$ cat src/rtl/spi_slave_ili9341_rx_pkg.sv
// Shared types and constants for the ILI9341 panel-side SPI receiver.
package pkg_ili9341;

  typedef enum logic {RX_IDLE, RX_SHIFT} spi_rx_state_t;

  localparam logic [7:0] CMD_SWRESET_C = 8'h01;
  localparam logic [7:0] CMD_RAMWR     = 8'h2C;

  typedef struct {
    logic [7:0] data;
    logic       dc;
  } spi_byte_t;

  function automatic logic [7:0] sat_inc8(input logic [7:0] v);
    return (v == 8'hFF) ? v : v + 8'd1;
  endfunction

endpackage

$ cat src/rtl/spi_slave_ili9341_rx_sync_edge.sv
// Multi-flop synchronizer for one async pin with single-cycle rise/fall pulses
// measured against the previous synchronized value.
module spi_sync_edge #(
  parameter int   SYNC_STAGES = 2,
  parameter logic RST_VAL     = 1'b0
) (
  input  logic clk,
  input  logic rst,
  input  logic d,
  output logic q,
  output logic rise,
  output logic fall
);

  logic [SYNC_STAGES-1:0] sync_q;
  logic                   prev_q;

  always_ff @(posedge clk or posedge rst) begin
    if (rst) begin
      sync_q <= {SYNC_STAGES{RST_VAL}};
      prev_q <= RST_VAL;
    end else begin
      sync_q <= {sync_q[SYNC_STAGES-2:0], d};
      prev_q <= sync_q[SYNC_STAGES-1];
    end
  end

  assign q    = sync_q[SYNC_STAGES-1];
  assign rise = q & ~prev_q;
  assign fall = ~q & prev_q;

endmodule

$ cat src/rtl/spi_slave_ili9341_rx.sv
// SPI mode-0 slave modelling the ILI9341 receive side; oversamples the link on clk.
// Optional readback on miso is enabled by defining SPI_MISO_EN.
//
// state    | meaning
// RX_IDLE  | cs high (or just reset); sclk edges ignored
// RX_SHIFT | cs low; sclk rises shift mosi in, every 8th bit emits a byte
module spi_slave_ili9341_rx
  import pkg_ili9341::*;
#(
  parameter int         SYNC_STAGES = 2,
  parameter logic [7:0] CMD_SWRESET = CMD_SWRESET_C
) (
  input  logic       clk,
  input  logic       rst,
  input  logic       cs,
  input  logic       sclk,
  input  logic       mosi,
  input  logic       dc,
  input  logic       lcd_reset,
  output logic       miso,
  input  logic [7:0] tx_byte,
  output logic       rx_valid,
  output logic [7:0] rx_data,
  output logic       rx_dc,
  output logic [7:0] last_cmd,
  output logic [7:0] param_cnt,
  output logic       sw_reset,
  output logic       frame_err,
  output logic       busy
);

  logic cs_s, cs_rise, cs_fall;
  logic sclk_s, sclk_rise, sclk_fall;

  // cs idles high so its synchronizer resets high: no false frame start after rst.
  spi_sync_edge #(.SYNC_STAGES(SYNC_STAGES), .RST_VAL(1'b1)) u_cs_sync (
    .clk  (clk),
    .rst  (rst),
    .d    (cs),
    .q    (cs_s),
    .rise (cs_rise),
    .fall (cs_fall)
  );

  spi_sync_edge #(.SYNC_STAGES(SYNC_STAGES), .RST_VAL(1'b0)) u_sclk_sync (
    .clk  (clk),
    .rst  (rst),
    .d    (sclk),
    .q    (sclk_s),
    .rise (sclk_rise),
    .fall (sclk_fall)
  );

  logic [SYNC_STAGES-1:0] mosi_sr, dc_sr, lrst_sr;
  logic                   mosi_s, dc_s, lcd_ok;

  always_ff @(posedge clk or posedge rst) begin
    if (rst) begin
      mosi_sr <= '0;
      dc_sr   <= '0;
      lrst_sr <= '0;
    end else begin
      mosi_sr <= {mosi_sr[SYNC_STAGES-2:0], mosi};
      dc_sr   <= {dc_sr[SYNC_STAGES-2:0], dc};
      lrst_sr <= {lrst_sr[SYNC_STAGES-2:0], lcd_reset};
    end
  end

  assign mosi_s = mosi_sr[SYNC_STAGES-1];
  assign dc_s   = dc_sr[SYNC_STAGES-1];
  assign lcd_ok = lrst_sr[SYNC_STAGES-1];

  spi_rx_state_t state_q, state_d;
  logic [2:0]    bit_cnt_q, bit_cnt_d;
  logic          byte_done, err_set, frame_start;

  always_ff @(posedge clk or posedge rst) begin
    if (rst) begin
      state_q   <= RX_IDLE;
      bit_cnt_q <= 3'd0;
    end else if (!lcd_ok) begin
      state_q   <= RX_IDLE;
      bit_cnt_q <= 3'd0;
    end else begin
      state_q   <= state_d;
      bit_cnt_q <= bit_cnt_d;
    end
  end

  always_comb begin
    state_d     = state_q;
    bit_cnt_d   = bit_cnt_q;
    byte_done   = 1'b0;
    err_set     = 1'b0;
    frame_start = 1'b0;
    case (state_q)
      RX_IDLE: begin
        if (cs_fall) begin
          state_d     = RX_SHIFT;
          bit_cnt_d   = 3'd0;
          frame_start = 1'b1;
        end
      end
      RX_SHIFT: begin
        if (sclk_rise) begin
          bit_cnt_d = bit_cnt_q + 3'd1;
          byte_done = (bit_cnt_q == 3'd7);
        end
        // A cs rise coinciding with the 8th edge lands on count 0: byte kept, no error.
        if (cs_rise) begin
          state_d = RX_IDLE;
          err_set = (bit_cnt_d != 3'd0);
        end
      end
      default: state_d = RX_IDLE;
    endcase
  end

  logic [6:0] shift_q;
  logic [7:0] byte_w;
  spi_byte_t  rx_q;
  logic       rx_valid_q, sw_reset_q, frame_err_q;
  logic [7:0] last_cmd_q, param_cnt_q;

  assign byte_w = {shift_q, mosi_s};

  always_ff @(posedge clk or posedge rst) begin
    if (rst) begin
      shift_q     <= 7'd0;
      rx_q.data   <= 8'd0;
      rx_q.dc     <= 1'b0;
      rx_valid_q  <= 1'b0;
      sw_reset_q  <= 1'b0;
      frame_err_q <= 1'b0;
      last_cmd_q  <= 8'd0;
      param_cnt_q <= 8'd0;
    end else if (!lcd_ok) begin
      shift_q     <= 7'd0;
      rx_q.data   <= 8'd0;
      rx_q.dc     <= 1'b0;
      rx_valid_q  <= 1'b0;
      sw_reset_q  <= 1'b0;
      frame_err_q <= 1'b0;
      last_cmd_q  <= 8'd0;
      param_cnt_q <= 8'd0;
    end else begin
      rx_valid_q <= byte_done;
      sw_reset_q <= byte_done & ~dc_s & (byte_w == CMD_SWRESET);
      if (state_q == RX_SHIFT && sclk_rise) begin
        shift_q <= byte_w[6:0];
      end
      if (byte_done) begin
        rx_q.data <= byte_w;
        rx_q.dc   <= dc_s;
        if (!dc_s) begin
          last_cmd_q  <= byte_w;
          param_cnt_q <= 8'd0;
        end else begin
          param_cnt_q <= sat_inc8(param_cnt_q);
        end
      end
      if (frame_start) begin
        frame_err_q <= 1'b0;
      end else if (err_set) begin
        frame_err_q <= 1'b1;
      end
    end
  end

`ifdef SPI_MISO_EN
  logic [7:0] tx_shift_q;
  logic       tx_hold_q;

  // After a reload on the 8th rise, the following fall must expose the new MSB
  // rather than shift it away, so that one fall is skipped.
  always_ff @(posedge clk or posedge rst) begin
    if (rst) begin
      tx_shift_q <= 8'd0;
      tx_hold_q  <= 1'b0;
    end else if (!lcd_ok) begin
      tx_shift_q <= 8'd0;
      tx_hold_q  <= 1'b0;
    end else if (frame_start || byte_done) begin
      tx_shift_q <= tx_byte;
      tx_hold_q  <= byte_done;
    end else if (state_q == RX_SHIFT && sclk_fall) begin
      if (tx_hold_q) begin
        tx_hold_q <= 1'b0;
      end else begin
        tx_shift_q <= {tx_shift_q[6:0], 1'b0};
      end
    end
  end

  assign miso = (state_q == RX_SHIFT) & tx_shift_q[7];
`else
  logic unused_tx;
  assign unused_tx = ^{tx_byte, sclk_fall};
  assign miso      = 1'b0;
`endif

  logic unused_sclk;
  assign unused_sclk = sclk_s;

  assign rx_valid  = rx_valid_q;
  assign rx_data   = rx_q.data;
  assign rx_dc     = rx_q.dc;
  assign last_cmd  = last_cmd_q;
  assign param_cnt = param_cnt_q;
  assign sw_reset  = sw_reset_q;
  assign frame_err = frame_err_q;
  assign busy      = ~cs_s & lcd_ok;

endmodule
$ cat config.mk
export PLATFORM = sky130hd
export DESIGN_NAME = spi_slave_ili9341_rx
export DESIGN_NICKNAME = d
export VERILOG_FILES = /design/src/rtl/spi_slave_ili9341_rx_pkg.sv /design/src/rtl/spi_slave_ili9341_rx_sync_edge.sv /design/src/rtl/spi_slave_ili9341_rx.sv
export SDC_FILE = /design/constraint.sdc
export NUM_CORES = 1
export LEC_CHECK = 0
export CAP_MARGIN = 15
export CORE_UTILIZATION = 30
export DETAILED_ROUTE_END_ITERATION = 6
export HOLD_SLACK_MARGIN = 0.06
export SLEW_MARGIN = 20
export SYNTH_ARGS = -nofsm -noshare
export SYNTH_HDL_FRONTEND = slang
export SYNTH_HIERARCHICAL = 1
export SYNTH_SLANG_ARGS = --single-unit
$ cat constraint.sdc
create_clock -name clk -period 2.1 [get_ports clk]
set_input_delay 0.21 -clock clk [delete_from_list [all_inputs] [get_ports clk]]
set_output_delay 0.21 -clock clk [all_outputs]
set_load 0.1 [all_outputs]
==> flow_summary_export.csv <==
group,metric,value,unit
finish,multiInputGateArea,743.2,um^2
clocking,cts_tree,"done",
timing,tightest_slew,0.5258,ns
power,power.leakage,1.162,nW
detailed_routing,drt.antenna.violating_nets,0,
clocking,postCtsSetupRepairBufs,0,
detailed_routing,drc,0,
floorplanning,die_area,0.007320,mm^2
worst_setup_path,cp-start-kind,"flop",
clocking,ctsResizeCount,0,
worst_setup_path,crit_fanout,7,
place,dp_hpwl,2871,um
logic_synthesis,syn_area,0.002095,mm^2
detailed_routing,vias,1529,
finish,final_util,38.35,%
clocking,numCtsBuffers,5,
power,power_density,643.3,mW/mm^2
outcome,status,"complete, no violations",
clocking,cts_hold_buffers,0,
global_routing,grt_usage,12.26,%
logic_synthesis,synthCells,205,
finish,fill_cells,697,
worst_setup_path,worst-setup-path-type,"flop to flop",
logic_synthesis,yosys_warnings,6,
timing,timing.final.crit_share,90.45,%
floorplanning,io_pins,45,
worst_hold_path,min_path_type,"primary input to async pin",
clocking,clock_latency,0.29,ns
clocking,cts_root_buf,"clkbuf_8",
timing,slew-limit-headroom,64.73,%
finish,layout-drive-gt1-share,23.08,%
finish,area_growth,23.72,%
clocking,cts.sink_count,51,
finish,fin_nets,264,
detailed_routing,wl,4044,um
place,io_buffers,35,
floorplanning,die_w,85.56,um
global_routing,antenna_found_initial,0,
detailed_routing,drtIter0Drc,81,
timing,finalSetupViolations,0,
timing,fmaxAchievable,526.5,MHz
clocking,cts.clk_slew.worst_paths,0.08,ns
place,place_congestion,0.7164,
clocking,cts_buffer_depth,2,
detailed_routing,via_per_inst,4.676,
detailed_routing,firstDrtPassIters,4,
logic_synthesis,synthesis.nets,223,
global_routing,overflow,0,
floorplanning,start_util,31.00,%
timing,holdWs,0.1333,ns
worst_setup_path,arrival,2.12,ns
finish,finalInstanceArea,0.002591,mm^2
finish,diodes,0,
global_routing,grt_pass1_wl,7079,um
floorplanning,num_rows,30,
timing,setup_tns,0,ns
worst_setup_path,crit_path_end_kind,"flop",
logic_synthesis,syn_avg_cell_area,10.22,um^2
timing,final.setup.worst_slack,0.2005,ns
finish,regArea,0.001282,mm^2
timing,hold_viol,0,
floorplanning,die_height,85.56,um
timing,post-route-min-period,1.900,ns
place,place_area,0.002500,mm^2
power,peakVddDrop,0.0003560,V
clocking,cts-htree-levels,2,
worst_setup_path,worstPathRequired,2.32,ns
floorplanning,core_area,0.006756,mm^2
timing,grt_setup_unrepaired,"no",
detailed_routing,wl_per_cell,12.37,um
global_routing,grt_pass1_vias,1492,
timing,skew,0.007368,ns
global_routing,grt_max_degree,35,
timing,slew_viol_final,0,
place,place_ws,0.2280,ns
flow_run,maxCapViolations,0,
## per-layer routing
layer  GRT usage, %  vias up  wire, um
met4          2.727        0         0
met3          3.657        0       200
li1               -      773         -
met1          17.69      722      2112
met5              0        -         0
met2          18.25       34      1731
## report_power, final
| part | leakage [nW] | switching, mW | total [mW] | internal (mW) |
|---|---|---|---|---|
| logic | 0.436 | 0.0611 | 0.0912 | 0.0301 |
| registers | 0.677 | 0.0126 | 1.01 | 0.997 |
| clock network | 0.0482 | 0.300 | 0.566 | 0.266 |
| total | 1.16 | 0.373 | 1.67 | 1.29 |
## flip-flops by register name (all words and copies together), names as in the netlist
| register | count |
|---|---|
| param_cnt | 8 |
| mosi_sr | 2 |
| u_sclk_sync/sync_q | 2 |
| bit_cnt_q | 3 |
| shift_q | 7 |
| u_cs_sync/prev_q | 1 |
| frame_err | 1 |
| rx_valid | 1 |
| last_cmd | 8 |
| u_sclk_sync/prev_q | 1 |
| rx_dc | 1 |
| state_q | 1 |
| dc_sr | 2 |
| u_cs_sync/sync_q | 2 |
| sw_reset | 1 |
| lrst_sr | 2 |
| rx_data | 8 |
## per-stage QoR
| step | instances | total power [mW] |
|---|---|---|
| after floorplan | 205 | 1.089 |
| after global placement | 319 | 1.122 |
| after detailed placement | 319 | 1.123 |
| after CTS | 327 | 1.690 |
| after global routing | 327 | 1.743 |
| final | 327 | 1.667 |
## critical path, stage by stage (launching register included)
cell     delay [ns]
dfrtp_1        0.41
ha_1           0.17
ha_1           0.23
and3_1         0.26
o21ai_2        0.13
or4b_1         0.47
a21oi_1        0.15
## cells in the final DEF, fill, tap and decap left out, types with 2 or more instances in the layout
master	n
nor4_1	2
dfrtp_2	2
buf_4	34
nand2_1	54
ha_1	3
a22oi_1	2
nand4_1	2
nor2b_1	2
clkbuf_8	6
dfrtp_1	46
and3_1	2
a21oi_1	32
buf_12	2
clkdlybuf4s50_1	6
dfstp_2	3
nor2_1	10
nand3_1	4
inv_1	4
or3_1	2
o21ai_0	4
## layout make-up
type,count,area share (%)
clock buffer,7,3.332
clock inverter,1,0.1931
inverter,5,0.7243
multi-input combinational,141,28.68
sequential,51,49.49
tap,80,3.863
timing repair buffer,42,13.71
## final timing paths
kind / from / to / slack, ns / depth (start not counted)
min in group clk: cs / u_cs_sync/sync_q[0] / 0.32 / 1
worst max-delay path: bit_cnt_q[0] / param_cnt[4] / 0.20 / 6
worst min register to register: mosi_sr[0] / mosi_sr[1] / 0.35 / 0
worst min-delay path: rst / u_sclk_sync/sync_q[1] / 0.13 / 2
max in group asynchronous: rst / rx_valid / 1.36 / 3
worst max register to register: bit_cnt_q[0] / param_cnt[4] / 0.20 / 6
Note: power is estimated with default switching activity, not from simulation.
